## src/rtl/branch_resolve.sv

```systemverilog
// Execute-stage branch resolution: computes the actual direction, registers a
// one-cycle redirect on a mispredict, and owns the 2-bit BHT and perf counters.
module branch_resolve #(
    parameter int         WIDTH    = 32,
    parameter int         IDX_BITS = 4,
    parameter logic [1:0] CNT_INIT = 2'b01
) (
    input  logic             clk,
    input  logic             reset,
    input  logic [WIDTH-1:0] if_pc,
    output logic             if_pred_taken,
    input  logic             ex_valid,
    input  logic             stall,
    input  logic             ex_branch,
    input  logic             ex_jump,
    input  logic [2:0]       funct3,
    input  logic             lessthan,
    input  logic             equalto,
    input  logic             a_sign,
    input  logic             b_sign,
    input  logic [WIDTH-1:0] ex_pc,
    input  logic [WIDTH-1:0] ex_target,
    input  logic             ex_pred_taken,
    output logic             redirect_valid,
    output logic [WIDTH-1:0] redirect_pc,
    output logic             illegal_branch,
    output logic [15:0]      branch_count,
    output logic [15:0]      mispredict_count
);

    localparam int ENTRIES = 1 << IDX_BITS;

    logic [1:0]          bht [ENTRIES];
    logic [IDX_BITS-1:0] rd_idx;
    logic [IDX_BITS-1:0] wr_idx;
    logic                resolve;
    logic                cond_resolve;
    logic                slt;
    logic                branch_taken;
    logic                bad_funct3;
    logic                taken;
    logic                mispredict;
    logic                unused_pc_bits;

    assign rd_idx        = if_pc[IDX_BITS+1:2];
    assign wr_idx        = ex_pc[IDX_BITS+1:2];
    assign if_pred_taken = bht[rd_idx][1];
    assign unused_pc_bits = ^{if_pc[WIDTH-1:IDX_BITS+2], if_pc[1:0]};

    // An instruction in EX while a redirect is out is wrong-path.
    assign resolve      = ex_valid & ~stall & ~redirect_valid & (ex_branch | ex_jump);
    assign cond_resolve = resolve & ex_branch & ~ex_jump;

    assign slt = (a_sign != b_sign) ? a_sign : lessthan;

    always_comb begin
        branch_taken = 1'b0;
        bad_funct3   = 1'b0;
        case (funct3)
            3'b000:  branch_taken = equalto;
            3'b001:  branch_taken = ~equalto;
            3'b100:  branch_taken = slt;
            3'b101:  branch_taken = ~slt;
            3'b110:  branch_taken = lessthan;
            3'b111:  branch_taken = ~lessthan;
            default: bad_funct3   = 1'b1;
        endcase
    end

    assign taken      = ex_jump ? 1'b1 : branch_taken;
    assign mispredict = taken != ex_pred_taken;

    always_ff @(posedge clk or negedge reset) begin
        if (!reset) begin
            redirect_valid <= 1'b0;
            redirect_pc    <= '0;
            illegal_branch <= 1'b0;
        end else begin
            redirect_valid <= resolve & mispredict;
            illegal_branch <= cond_resolve & bad_funct3;
            if (resolve && mispredict)
                redirect_pc <= taken ? ex_target : ex_pc + WIDTH'(4);
        end
    end

    always_ff @(posedge clk or negedge reset) begin
        if (!reset) begin
            for (int i = 0; i < ENTRIES; i++)
                bht[i] <= CNT_INIT;
        end else if (cond_resolve) begin
            if (taken && bht[wr_idx] != 2'b11)
                bht[wr_idx] <= bht[wr_idx] + 2'b01;
            else if (!taken && bht[wr_idx] != 2'b00)
                bht[wr_idx] <= bht[wr_idx] - 2'b01;
        end
    end

    always_ff @(posedge clk or negedge reset) begin
        if (!reset) begin
            branch_count     <= '0;
            mispredict_count <= '0;
        end else begin
            if (cond_resolve && branch_count != 16'hFFFF)
                branch_count <= branch_count + 16'd1;
            if (resolve && mispredict && mispredict_count != 16'hFFFF)
                mispredict_count <= mispredict_count + 16'd1;
        end
    end

endmodule

```

## config.mk

```make
export PLATFORM = sky130hd
export DESIGN_NAME = branch_resolve
export DESIGN_NICKNAME = d
export VERILOG_FILES = /design/src/rtl/branch_resolve.sv
export SDC_FILE = /design/constraint.sdc
export NUM_CORES = 1
export LEC_CHECK = 0
export ABC_AREA = 1
export CORE_MARGIN = 1.5
export CORE_UTILIZATION = 50
export CTS_CLUSTER_SIZE = 16
export DETAILED_ROUTE_END_ITERATION = 16
export PLACE_DENSITY = 0.86
export SLEW_MARGIN = 20
export SYNTH_ARGS = -nofsm -noshare
export SYNTH_HDL_FRONTEND = slang
export SYNTH_SLANG_ARGS = --single-unit
```

## constraint.sdc

```tcl
create_clock -name clk -period 3.6 [get_ports clk]
set_clock_uncertainty 0.1 [all_clocks]
set_input_delay 0.72 -clock clk [delete_from_list [all_inputs] [get_ports clk]]
set_output_delay 0.72 -clock clk [all_outputs]
set_load 0.03 [all_outputs]
```

Word-level counts from Yosys, hierarchy flattened
Index checks and enable logic that the tools add are counted.
Cells by class
  add/sub/neg operators: 5
  order comparisons: 3
  eq/ne operators: 10
  muxes and demuxes: 17
  bitwise logic cells: 16
  reduce and logical (&&, ||, !) cells: 12
Operators by type and width (count)
  $mux 32: 3
  $bwmux 32: 2
  $add 16x1->16 const B: 2
  $add 32x3->32 const B: 1
  $ne 16x16->1 const B: 2
  $bmux 2 s4: 2
  $eq 3x3->1 const B: 4
  $ge 5x5->1 const B: 2
  $mux 2: 5
  $not 4->5: 2
  $demux 2 s4: 1
  $and 1x1->1: 7
  $logic_and 1x1->1: 6
  $not 1->1: 6
  $pmux 1 s6: 1
  $reduce_or 6->1: 1
  $lt 5x1->1 const B: 1
  $reduce_bool 2->1: 2
  $eq 3x1->1 const B: 1
  $logic_not 3->1: 1
  $mux 1: 3
  $add 2x1->2 const B: 1
  $ne 1x1->1: 2
  $ne 2x2->1 const B: 1
  other kinds (4): 4
Storage, ports and cells
  register bits after elaboration: 98
  input bits: 110

Logic depth before layout (Yosys ltp)
Gate-level depths: netlist of the first run.
  depth after elaboration: 9
  mapped depth: 18
  depth with buffers taken out: 14

Worst setup path after synthesis of the first run
No wires, ideal clock.
  kind: input-to-reg
  start point: in ex_pc[3]
  end point: reg bht[17] (netlist name)
  library setup time: 0.118 ns
  arrival: 2.737 ns
  required time: 3.382 ns
  path slack: 0.645 ns
  stages on the path: 14
  buffers on the path: 3
  cell sequence: clkbuf_1 > nand3_1 > nand2_1 > nand2_1 > nand4_2 > buf_2 > inv_1 > ha_1 > buf_1 > clkinv_1 > nand2_1 > nand2_1 > nand3_1 > nand2_1
Between the ends
  longest elaborated chain between the ends: 8
  elaborated cells on any way between the ends: 21
Ends and longest elaborated chain
  start: declaration: RTL line 21  | input logic [WIDTH-1:0] ex_pc,
  $not 4->5 (not written as such) (*)
  $bmux 2 s4, or another cell as far along
  $mux 2 (not written as such) or $logic_and 1x1->1 (tied branches)
  $mux 2, on equally long branches
  $sub 2x1->2, or another cell as far along: RTL line 94  | bht[wr_idx] <= bht[wr_idx] - 2'b01;
  $bwmux 32, or another cell as far along: RTL line 94
  $mux 32 or $reduce_bool 2->1 (tied branches)
  $mux 32 or $reduce_and 2->1 (tied branches)
  end signal: indexed assignment: RTL line 92  | bht[wr_idx] <= bht[wr_idx] + 2'b01;
  end signal: indexed assignment: RTL line 94
  end: declaration: RTL line 33  | logic [1:0] bht [ENTRIES];
Every way passes the cells marked *; elsewhere a longest branch is shown, timed or not. The select of a mux whose other input is x is not followed.
A chain may end at the register's enable or synchronous reset.

Worst setup path in the final report of the first run
  start point: in funct3[0]
  end point: reg redirect_pc[0]
Between the ends
  longest elaborated chain between the ends: 5
  elaborated cells on any way between the ends: 11
Ends and longest elaborated chain
  start: declaration: RTL line 16  | input logic [2:0] funct3,
  $eq 3x3->1, or another cell as far along: RTL line 59  | case (funct3)
  $pmux 1 s6 (*): RTL line 59
  $mux 1 (*): RTL line 70  | assign taken = ex_jump ? 1'b1 : branch_taken;
  $ne 1x1->1: RTL line 71  | assign mispredict = taken != ex_pred_taken;
  $logic_and 1x1->1: RTL line 81  | if (resolve && mispredict)
  end signal: assignment: RTL line 82  | redirect_pc <= taken ? ex_target : ex_pc + WIDTH'(4);
  end: declaration: RTL line 25  | output logic [WIDTH-1:0] redirect_pc,
Every way passes the cells marked *; elsewhere a longest branch is shown, timed or not.

==> results of run 1 <==
==> cell usage after synthesis, types with 5 or more instances <==
library cell,n,area (um^2)
buf_4,5,37.5
xor2_1,26,228
nand3_1,81,405
buf_2,17,85.1
a21oi_1,11,55.1
dfrtp_1,82,2050
ha_1,8,100
nor2_1,94,353
nand3_2,13,130
xnor2_1,17,149
dfstp_2,16,420
nand3b_1,9,67.6
inv_1,69,259
nor3_1,13,65.1
nand4_1,27,169
nand2_2,5,31.3
nand2_1,419,1570
o21ai_0,31,155
nor2_2,5,31.3
==> per-stage QoR <==
stage | std cells | util, % | hold slack (ns) | instance area (um^2) | power [W]
after floorplan | 983 | - | 0.324 | 6660 | 0.00203
after global placement | 1286 | 64.7 | 0.355 | 8300 | 0.00252
after detailed placement | 1286 | 64.7 | 0.361 | 8300 | 0.00255
after CTS | 1302 | 66.8 | 0.279 | 8570 | 0.00348
after global routing | 1302 | 66.8 | 0.311 | 8570 | 0.00363
final | 1302 | 66.8 | 0.267 | 8570 | 0.00347
==> layer usage <==
metal	part of all wire, %	vias to the layer above
li1	-	3406
met1	45	3181
met2	47	284
met3	6.8	28
met4	2.1	0
met5	0	-
==> worst paths after layout <==
kind	startpoint	slack, ns	endpoint
setup / recovery	funct3[0]	0.41	redirect_pc[0]
hold / removal	reset	0.27	mispredict_count[6]
min in group clk	flip-flop	0.37	flip-flop
hold reg to reg	flip-flop	0.37	flip-flop
setup reg to reg	mispredict_count[0]	1.13	mispredict_count[15]
max in group asynchronous	reset	2.39	asynchronous set/reset pin
==> placed cells by master (no fill, tap or decap), types with 3 or more instances in the layout <==
master and instances:
dfstp_2 16, o21ai_0 31, inv_1 69, ha_1 8
nand3b_1 9, nand2_1 419, clkbuf_16 9, a21oi_1 11
dfrtp_1 82, nand4_2 3, nand3_2 13, nand3_1 81
buf_4 13, nor2_1 94, nand4_1 27, xnor2_1 17
nand2_2 5, mux2i_1 4, clkdlybuf4s50_1 146, xor2_1 26
nor3_1 13, nor2_2 5
==> layout make-up <==
type | instances | area share, %
multi-input combinational | 781 | 43.5
timing repair buffer | 161 | 18.7
clock buffer | 11 | 2.72
inverter | 74 | 3.27
clock inverter | 5 | 0.453
sequential | 98 | 28.9
tap | 172 | 2.51
==> report_power, final <==
group,internal (W),switching (W),total (W)
registers,0.00126,0.000118,0.00138
logic,0.000463,0.000690,0.00115
clock network,0.000476,0.000455,0.000931
==> cell families after synthesis <==
kind of cell / count (synthesis)
AO/OA/AOI/OAI: 49
XOR/XNOR: 43
adder cells (fa/ha/maj): 8
buffers and inverters: 104
flip-flops: 98
multiplexers: 4
AND/OR/NAND/NOR: 677
==> impl_metrics.toml, run 1 <==
[global_routing]
track_usage_pct = 26.9
grt_max_degree = 55
grt_pass1_vias = 6280
busiest_layer = "met2"
grtUsageMet2_pct = 43.8
grt.met1_usage_pct = 36.8
antenna_found_initial = 0
grt_pass1_wl_um = 30700
met3_usage_pct = 3.38
gr-total-overflow = 0

[yosys]
synth_edf_count = 0
synth_top_family_by_area = "simple AND/OR/NAND/NOR gates"
synth.avg_cell_area_um2 = 6.77
synth-simple-area-share_pct = 44.3
syn_nets = 1101
syn-cell-area_um2 = 6660
yosysUniqueCellTypes = 37
ys_warn_count = 0
synth_compound_area_share_pct = 3.95
synth.mux.area_fraction_pct = 0.602
synthAdderAreaFrac_pct = 1.50
ys_async_sr_fraction_pct = 100
netlist_instances = 983
synth-seq-cells = 98
synthFlopType = "dfrtp_1"
yosysSeqAreaShare_pct = 37.1
yosys.area_share.xor_xnor_pct = 5.66

[floorplanning]
io_pins = 177
num_rows = 41
die_y_um = 118
coreArea_um2 = 12800
start_util_pct = 51.9
die_area_um2 = 14000
dieWidth_um = 118

[clocking]
cts_tree = "built"
cts.clk_slew.worst_paths_ns = 0.07
hold_buffers = 0
postCtsSetupBuffers = 0
clkLatencyLatePin_ns = 0.36
cts_root_buffer = "clkbuf_16"
htree_levels = 3
cts-buffers-inserted = 9
clk_path_buf_depth = 2
cts.sinks = 98
postCtsResizedCells = 0

[worst_setup_path]
cp-start-kind = "input pin"
crit_path_end_kind = "flip-flop"
crit_family = "simple AND/OR/NAND/NOR gates"
cp_slowest_cell = "inv_2"
path_depth = 13
path_cells = "clkdlybuf4s50_1, inv_1, nor2_2, nand3_1, nand2_1, nor2_4, nand3_2, nand2_1, nand2_2, nand2_4, inv_2, nand2_1, nand2_1"
cp_max_fo = 34
timing.setup.critical_path_class = "input pin to flip-flop"
crit_required_ns = 3.79
worst-path-buf-inv = 3
max_stage_delay_ns = 0.51
cp_common_cell = "nand2_1"
r2r_cells = 7
cp.arrival_ns = 3.38

[pwr]
p_leak_nw = 4.11
powerDensity_nw_per_um2 = 405
vdd_ir_drop_max_mv = 0.267

[place]
place_hpwl_um = 13700
place.gp.congestion = 0.947
port_buffers = 148
place_ws_ns = 0.0402

[sta]
slew_violations = 0
setup_tns_ns = 0
period_share_pct = 88.5
max_slew_margin_pct = 60.0
timing.final.ws_setup_ns = 0.414
finalSetupViolations = 0
tightestPinTransition_ns = 0.600
hold_viol = 0
rsz0062_at_grt = "false"
fmax_ghz = 0.314
min_period_ns = 3.19

[final_layout]
syn_to_final_growth_pct = 28.7
fin_nets = 1243
diodes = 0
fillers = 1117
drive_above_1_share_pct = 7.26
multiInputGateArea_um2 = 3730
layout.area.seq_um2 = 2470

[detailed_routing]
drt_iter0_markers = 702
vias = 6899
drtPass1Iterations = 6
drtAntennaViolNets = 0
wl_um = 18800
drcViolationCount = 0
post_drt_via_cell_ratio = 5.30
avgRoutedWirePerCell_um = 14.5

[job]
drv_cap = 0

[worst_hold_path]
hold_path.class = "input pin to asynchronous set/reset pin"

[status]
status = "finished, final reports clean"
(Power assumes the default switching activity.)
==> run 2: changes to the inputs <==
Settings changed: ABC_CLOCK_PERIOD_IN_PS set to 3600, CORE_ASPECT_RATIO set to 2, CORE_UTILIZATION 50 to 40, PLACE_DENSITY 0.86 to 0.72.
==> run 2 against run 1 <==
  * Utilization shrank 13 points
  * Sequential share of layout area fell by 0.37 points
  * Register-to-register slack improved by 0.04 ns
  * Combinational power hardly changed
  * Fmax is 5.4% higher
  * Worst setup slack improved by 0.16 ns
  * Global-route usage is 1.7 points lower
  * Via count increased by 0.20%
  * Cell count is 2.6% higher
  * Sequential power about the same
  * First-iteration DRC count decreased by 59%
  * Critical path type is now input pin to output pin
  * Largest cell class unchanged
  * Highest routed layer unchanged
==> impl_metrics.toml, run 2 (synthesis gave the netlist of run 1 again) <==
[status]
status = "finished, final reports clean"

[global_routing]
track_usage_pct = 25.2
antenna_found_initial = 0
grt_pass1_wl_um = 33900
grt_max_degree = 53
grt_pass1_vias = 6907
gr-total-overflow = 0

[sta]
fmax_ghz = 0.331
max_slew_margin_pct = 56.1
min_period_ns = 3.02
rsz0062_at_grt = "false"
hold_viol = 0
setup_tns_ns = 0
slew_violations = 0
finalSetupViolations = 0
tightestPinTransition_ns = 0.658
period_share_pct = 84.0

[place]
place.gp.congestion = 0.963
dp.cells = 1321
port_buffers = 148
place_hpwl_um = 16200

[clocking]
cts_root_buffer = "clkbuf_16"
postCtsSetupBuffers = 0
clk_path_buf_depth = 2
htree_levels = 3
hold_buffers = 0
cts_tree = "built"
cts-buffers-inserted = 9
cts.sinks = 98
clkLatencyLatePin_ns = 0.36
cts.clk_slew.worst_paths_ns = 0.07
postCtsResizedCells = 0

[detailed_routing]
avgRoutedWirePerCell_um = 15.7
wl_um = 21000
drtPass1Iterations = 7
drtAntennaViolNets = 0
vias = 6913
drcViolationCount = 0
drt_iter0_markers = 289
post_drt_via_cell_ratio = 5.17

[pwr]
combPwrFrac_pct = 32.3
powerDensity_nw_per_um2 = 416
intPower_w = 0.00234
p_leak_nw = 4.14
vdd_ir_drop_max_mv = 0.219
clkPwrFrac_pct = 29.1
pwr-share-seq_pct = 38.6
switching_share_pct = 35.3
switchingPower_w = 0.00127

[worst_setup_path]
cp.arrival_ns = 2.20
path_cells = "clkdlybuf4s50_1, mux2i_1, o211ai_1, nand2_1, o22ai_1, buf_4"
cp-start-kind = "input pin"
timing.setup.critical_path_class = "input pin to output pin"
crit_path_end_kind = "output pin"
cp_max_fo = 12
r2r-start = "mispredict_count[0]"
crit_required_ns = 2.78
max_stage_delay_ns = 0.74
r2r_end = "mispredict_count[1]"
r2r_slack_ns = 1.17
r2r_cells = 7
cp_slowest_cell = "clkdlybuf4s50_1"

[floorplanning]
start_util_pct = 40.9
io_pins = 177
coreArea_um2 = 16300
die_y_um = 185
dieWidth_um = 94.2
num_rows = 66
die_area_um2 = 17500

[final_layout]
syn_to_final_growth_pct = 30.4
fin_nets = 1246
layout.cells.most_common = "nand2_1"
final_cells = 1336
fillers = 1591
drive_above_1_share_pct = 7.51
final_cell_mix = "nand2_1 (419), clkdlybuf4s50_1 (146), nor2_1 (94), dfrtp_1 (82), nand3_1 (81)"
diodes = 0

[job]
drv_cap = 0

[worst_hold_path]
hold_path.class = "input pin to asynchronous set/reset pin"
==> run 2: cell count changes in the layout (fill, tap and decap cells not counted), sizes merged <==
cell | previous run | this run
buf | 15 | 18
bufinv | 0 | 2
clkbuf | 11 | 10
clkinv | 5 | 4
inv | 74 | 73
==> run 2: worst max-delay path, delay by kind of cell <==
kind,cells,cell delay [ns]
simple gates,1,0.07
mux,1,0.15
compound gates,2,0.33
buf+inv,2,0.92
==> run 2: final cells by class <==
class                      count  area, um^2  area share, %
inverter                      74         280           3.23
timing repair buffer         164        1630           18.8
sequential                    98        2470           28.5
clock inverter                 5        78.8          0.908
multi-input combinational    781        3730           43.0
clock buffer                  10         229           2.64
tap                          204         255           2.94
==> run 2: per-stage QoR <==
step                      total power, W  hold WS (ns)  setup slack, ns  utilization [%]  cell area [um^2]
after global placement           0.00256         0.358            0.342             51.5              8370
after global routing             0.00378         0.345            0.387             53.3              8680
after detailed placement         0.00258         0.358            0.297             51.5              8370
after CTS                        0.00363         0.310            0.589             53.3              8680
final                            0.00361         0.285            0.576             53.3              8680
after floorplan                  0.00203         0.324            0.645                -              6660
==> run 2: worst max-delay path by stage <==
stage	startpoint	slack, ns	endpoint
floorplan	ex_pc[3]	0.65	bht[17]
global placement	ex_pc[2]	0.34	bht[7]
detailed placement	ex_pc[2]	0.30	bht[3]
CTS	if_pc[2]	0.59	if_pred_taken
global route	ex_pc[2]	0.39	bht[3]
finish	if_pc[2]	0.58	if_pred_taken
==> run 2: layer usage <==
layer / routed length (um) / GRT usage, %
met4: 1320 / 16.1
met1: 7550 / 26.7
met2: 11200 / 45.9
met3: 918 / 2.79
met5: 0 / 0
==> run 2: power by group through the flow <==
stage	clock network (W)	registers, W	logic, W
2_1_floorplan	0	0.00164	0.000392
3_3_place_gp	0	0.00141	0.00115
3_5_place_dp	0	0.00141	0.00117
4_1_cts	0.00106	0.00139	0.00117
5_1_grt	0.00110	0.00141	0.00127
6_report	0.00105	0.00139	0.00117
==> edit 1, RTL diff (flow settings as in run 1) <==
Reset style: synchronous (`reset`), changed in 3 clocked blocks.
--- a/src/rtl/branch_resolve.sv
+++ b/src/rtl/branch_resolve.sv
@@ -70,7 +70,7 @@
     assign taken      = ex_jump ? 1'b1 : branch_taken;
     assign mispredict = taken != ex_pred_taken;
 
-    always_ff @(posedge clk or negedge reset) begin
+    always_ff @(posedge clk) begin
         if (!reset) begin
             redirect_valid <= 1'b0;
             redirect_pc    <= '0;
@@ -83,7 +83,7 @@
         end
     end
 
-    always_ff @(posedge clk or negedge reset) begin
+    always_ff @(posedge clk) begin
         if (!reset) begin
             for (int i = 0; i < ENTRIES; i++)
                 bht[i] <= CNT_INIT;
@@ -95,7 +95,7 @@
         end
     end
 
-    always_ff @(posedge clk or negedge reset) begin
+    always_ff @(posedge clk) begin
         if (!reset) begin
             branch_count     <= '0;
             mispredict_count <= '0;
Check against the original RTL: differs if reset is asserted again (counterexample within 4 cycles, from zero or initial values and one cycle with reset low); with reset held inactive, the same outputs for 4 cycles.
==> edit 1 against run 1 <==
Utilization grew 0.79 points. Wire length shrank 3.6%. Sequential cell count unchanged. Setup slack worse by 0.12 ns. Fmax shrank 3.5%. Final area shrank 4.0%. Synthesized area fell by 5.0%. Sequential share of layout area down 1.1 points. Highest routed layer unchanged.
Power is not compared: it rests on default switching activity, and its combinational part moved more than twofold at a synthesized area within 25%.
==> edit 1: results (changes against run 1) <==
Setup path
The critical path's largest stage delay is 0.68 ns (was 0.51 ns). The reg2reg setup slack is 1.10 ns (was 1.13 ns). The cell class contributing the biggest share of worst-path delay is buffers and inverters (was simple AND/OR/NAND/NOR gates). The cell with the largest stage delay on the worst path is clkdlybuf4s50_1 (was inv_2). The data arrival time of the critical path is 2.48 ns (was 3.38 ns). The maximum fanout along the worst path is 8 (was 34).

Placement
The placer's final routability congestion estimate is 0.960 (was 0.947). The detailed placement HPWL is 13400 um (was 13700 um). The worst slack at placement is 0.145 ns (was 0.0402 ns). The instance area after placement is 7870 um2 (was 8300 um2).

Synth
Ranking of synthesized cells by area: nand2_1 21%, dfxtp_1 21%, edfxtp_1 15% (was dfrtp_1 31%, nand2_1 24%, dfstp_2 6.3%). The number of synthesized flops with an enable pin is 32 (was 0). The top flip-flop cell by instance count after synthesis is dfxtp_1 (was dfrtp_1). The share of synthesized cell area in full adder, half adder and majority cells is 1.19% (was 1.50%). The synthesized net count was 1093 (was 1101). The synthesized-area fraction occupied by ao, oa, aoi and oai cells came to 8.17% (was 3.95%). Most common library cells after synthesis: 357 x nand2_1, 121 x nor2_1, 81 x inv_1, 66 x dfxtp_1, 59 x a21oi_1 (was 419 x nand2_1, 94 x nor2_1, 82 x dfrtp_1, 81 x nand3_1, 69 x inv_1). The fraction of registers with async set or reset after synthesis was 0% (was 100%).

The post-synthesis mux area share came to 0% (was 0.602%). The count of unique library cells instantiated by Yosys is 36 (was 37). The synthesized-area fraction occupied by xor and xnor cells is 4.29% (was 5.66%). The register area share after synthesis is 36.1% (was 37.1%). The number of cells produced by synthesis was 977 (was 983).

Cells and area
The count of nets after finishing is 1222 (was 1243). The final cell count without fillers is 1279 (was 1302). The number of fill cells was 1089 (was 1117).

Timing
The slew at the pin closest to its max-slew limit is 0.894 ns (was 0.600 ns). The final hold slack is 0.368 ns (was 0.267 ns). The setup slack after layout came to 0.298 ns (was 0.414 ns).

GRT
The via count of the first global-routing pass was 6216 (was 6280). The global-route wire length before repair is 29000 um (was 30700 um). The global-route usage over all layers came to 27.7% (was 26.9%). The pin count of the biggest net entering global routing is 47 (was 55).

Routing
The first-iteration detailed-routing DRC count is 421 (was 702). The vias after detailed routing is 6775 (was 6899). The total wire length was 18100 um (was 18800 um).

Clock tree
The post-CTS setup-driven buffer insertion count was 0 (unchanged). The cell at the root of the clock tree is clkbuf_16 (unchanged).

Hold path
The worst hold-check path type was flop to flop (was input pin to asynchronous set/reset pin).

Run status
Run status: complete, no violations (unchanged).
edit 1: cell count changes after synthesis, sizes merged, moves of 10 or more:
| cell | run 1 | this run |
|---|---|---|
| a21oi | 13 | 60 |
| clkbuf | 3 | 16 |
| dfrtp | 82 | 0 |
| dfstp | 16 | 0 |
| dfxtp | 0 | 66 |
| edfxtp | 0 | 32 |
| inv | 72 | 88 |
| nand2 | 426 | 361 |
| nand3 | 94 | 60 |
| nor2 | 101 | 128 |
| xor2 | 26 | 16 |
edit 1: cell families after synthesis:
family	after synthesis
buf+inv	130
flops	98
fa+ha+maj	6
compound gates	99
xor+xnor	31
simple gates	613
edit 1: cell type report:
type                       count  area [um2]  share of cell area, %
timing repair buffer         160        1590                   19.3
clock buffer                  10         250                   3.04
sequential                    98        2280                   27.8
inverter                      88         330                   4.02
multi-input combinational    749        3470                   42.2
tap                          168         210                   2.56
clock inverter                 6        93.8                   1.14
edit 1: final timing paths:
check	from	end	depth (start not counted)
max	if_pc[3]	if_pred_taken	6
min	redirect_pc[13]	redirect_pc[13]	2
max reg2reg	redirect_valid	bht[6][0]	9
min reg2reg	redirect_pc[13]	redirect_pc[13]	2
edit 1: where the power goes:
group	switching [W]	internal [W]
registers	0.0000155	0.00116
logic	0.000299	0.000196
clock network	0.000460	0.000659
total	0.000775	0.00202
edit 1: routing by layer:
metal / track usage, % / vias up / wire, um
met5: 0 / - / 0
met4: 12.7 / 0 / 541
met3: 7.43 / 45 / 1580
met2: 46.8 / 267 / 8740
met1: 33.0 / 3064 / 7280
li1: - / 3399 / -
edit 1: tightest hold or removal path: cells and delay by family (launching register included):
family	cells	cell delay [ns]
AOI/OAI and AO/OA	1	0.05
DFF	1	0.31
and+or+nand+nor	1	0.06
==> edit 2, RTL diff (settings of run 1) <==
Made on the original files. `WIDTH`: 32 -> 16.
--- a/src/rtl/branch_resolve.sv
+++ b/src/rtl/branch_resolve.sv
@@ -1,7 +1,7 @@
 // Execute-stage branch resolution: computes the actual direction, registers a
 // one-cycle redirect on a mispredict, and owns the 2-bit BHT and perf counters.
 module branch_resolve #(
-    parameter int         WIDTH    = 32,
+    parameter int         WIDTH    = 16,
     parameter int         IDX_BITS = 4,
     parameter logic [1:0] CNT_INIT = 2'b01
 ) (
Interface: changed (resized ex_pc, ex_target, if_pc and redirect_pc); port bits go from 177 to 113. The function was not compared with the original's and may differ.
==> edit 2 against run 1 <==
Total power decreased by 23%. Wire length is 24% lower. Setup slack lost 0.033 ns. Sequential cell count decreased by 16. Synthesized area down 19%. Final area fell by 21%. Die area down 18%. Critical endpoint is now if_pred_taken.
==> edit 2: results (changes against run 1) <==
Power
The share of power burned in the clock network came to 23.2% (was 26.9%). The highest ir drop seen on vdd is 0.330 mV (was 0.267 mV). The design internal power is 0.00165 W (was 0.00220 W).

The static power due to leakage is 3.25 nW (was 4.11 nW). The sequential share of power is 43.5% (was 39.9%).

Setup path
The reg-to-reg endpoint was bht[15] (was mispredict_count[15]). The critical path endpoint was if_pred_taken (was redirect_pc[0]). The data arrival time of the critical path is 2.40 ns (was 3.38 ns). The maximum fanout along the worst path is 5 (was 34). The start point of the critical path is if_pc[3] (was funct3[0]). The count of cells along the worst register-to-register path came to 12 (was 7).

Cells and area
The share of final layout cell area taken by non-clock buffers came to 16.7% (was 18.7%). The number of flip-flops and latches was 82 (was 98). The fraction of final layout cells with drive strength greater than 1 came to 7.38% (was 7.26%). The clock buffer count in the final layout is 9 (was 11). The number of fill cells came to 902 (was 1117).

The fraction of standard cell area in multi-input logic is 43.5% (about the same). The fraction of area in clock buffers and inverters is 2.60% (was 3.17%). The combined flip-flop and latch cell area came to 2070 um2 (was 2470 um2).

The count of non-CTS inverters in the layout is 68 (was 74). The multi-input combinational gate total came to 601 (was 781). The count of nets after finishing came to 946 (was 1243).

Placement
The number of input and output port buffers inserted is 100 (was 148). The detailed placement HPWL came to 10100 um (was 13700 um). The worst slack at placement came to 0.174 ns (was 0.0402 ns).

The placer's final routability congestion estimate came to 0.922 (was 0.947). The instance area after placement is 6540 um2 (was 8300 um2).

GRT
The via count of the first global-routing pass is 4978 (was 6280). The global-route wire length before repair is 23400 um (was 30700 um). The global-route usage over all layers is 25.4% (was 26.9%). The pin count of the biggest net entering global routing is 83 (was 55).

Synth
Most common library cells after synthesis: 284 x nand2_1, 90 x nand3_1, 71 x nor2_1, 66 x dfrtp_1, 66 x inv_1 (was 419 x nand2_1, 94 x nor2_1, 82 x dfrtp_1, 81 x nand3_1, 69 x inv_1). Ranking of synthesized cells by area: dfrtp_1 31%, nand2_1 20%, nand3_1 8.3% (was dfrtp_1 31%, nand2_1 24%, dfstp_2 6.3%).

Routing
The mean routed wirelength per cell came to 14.1 um (was 14.5 um). The via density per instance came to 5.38 (was 5.30). The length of the first detailed-routing pass in iterations is 5 (was 6). The first-iteration detailed-routing DRC count is 520 (was 702).

Timing
The time the worst path needs with I/O delays and setup is 3.22 ns (was 3.19 ns). The worst-case headroom to the max-slew limit came to 49.6% (was 60.0%). The final hold slack is 0.272 ns (was 0.267 ns).

Clock tree
The cell at the root of the clock tree is clkbuf_8 (was clkbuf_16).

Floorplan
The tap cell instance count is 136 (was 172).

Run status
Run status: complete, no violations (unchanged).
==> edit 2: cell count changes in the layout (fill, tap and decap cells not counted), moves of 4 or more <==
cell	run 1	this run
xnor2_1	17	13
nand3_1	81	90
nand2_2	5	1
nor2_1	94	71
nand3b_1	9	2
nand2_1	419	284
clkdlybuf4s50_1	146	98
nand3_2	13	2
clkbuf_8	0	9
clkbuf_16	9	0
dfrtp_1	82	66
==> edit 2: metrics by stage <==
| step | instances | utilization, % |
|---|---|---|
| floorplan | 778 | - |
| global placement | 1001 | 62.8 |
| detailed placement | 1001 | 62.8 |
| CTS | 1017 | 64.5 |
| global route | 1017 | 64.6 |
| finish | 1017 | 64.6 |
==> edit 2: routing by layer <==
| metal | vias up | global-route usage (%) | part of all wire [%] |
|---|---|---|---|
| met1 | 2535 | 33.1 | 43 |
| met2 | 218 | 41.9 | 48 |
| met3 | 21 | 5.17 | 7.2 |
| li1 | 2693 | - | - |
| met4 | 0 | 9.33 | 1.8 |
| met5 | - | 0 | 0 |
==> edit 2: cell families (layout without fill, tap and decap cells) <==
logic type / count (synthesis) / in the layout / share of synthesized area [%]
AO/OA/AOI/OAI: 50 / 50 / 5.10
XOR/XNOR: 38 / 38 / 6.17
adder cells (fa/ha/maj): 8 / 8 / 1.86
buffers and inverters: 95 / 198 / 7.33
flip-flops: 82 / 82 / 38.4
multiplexers: 4 / 4 / 0.742
AND/OR/NAND/NOR: 501 / 501 / 40.4
==> edit 2: worst max-delay path, stage by stage <==
cell and delay, ns:
clkdlybuf4s50_1 0.56, inv_1 0.11, o211ai_1 0.18, o211ai_1 0.10, nand2_1 0.07, clkdlybuf4s50_1 0.66
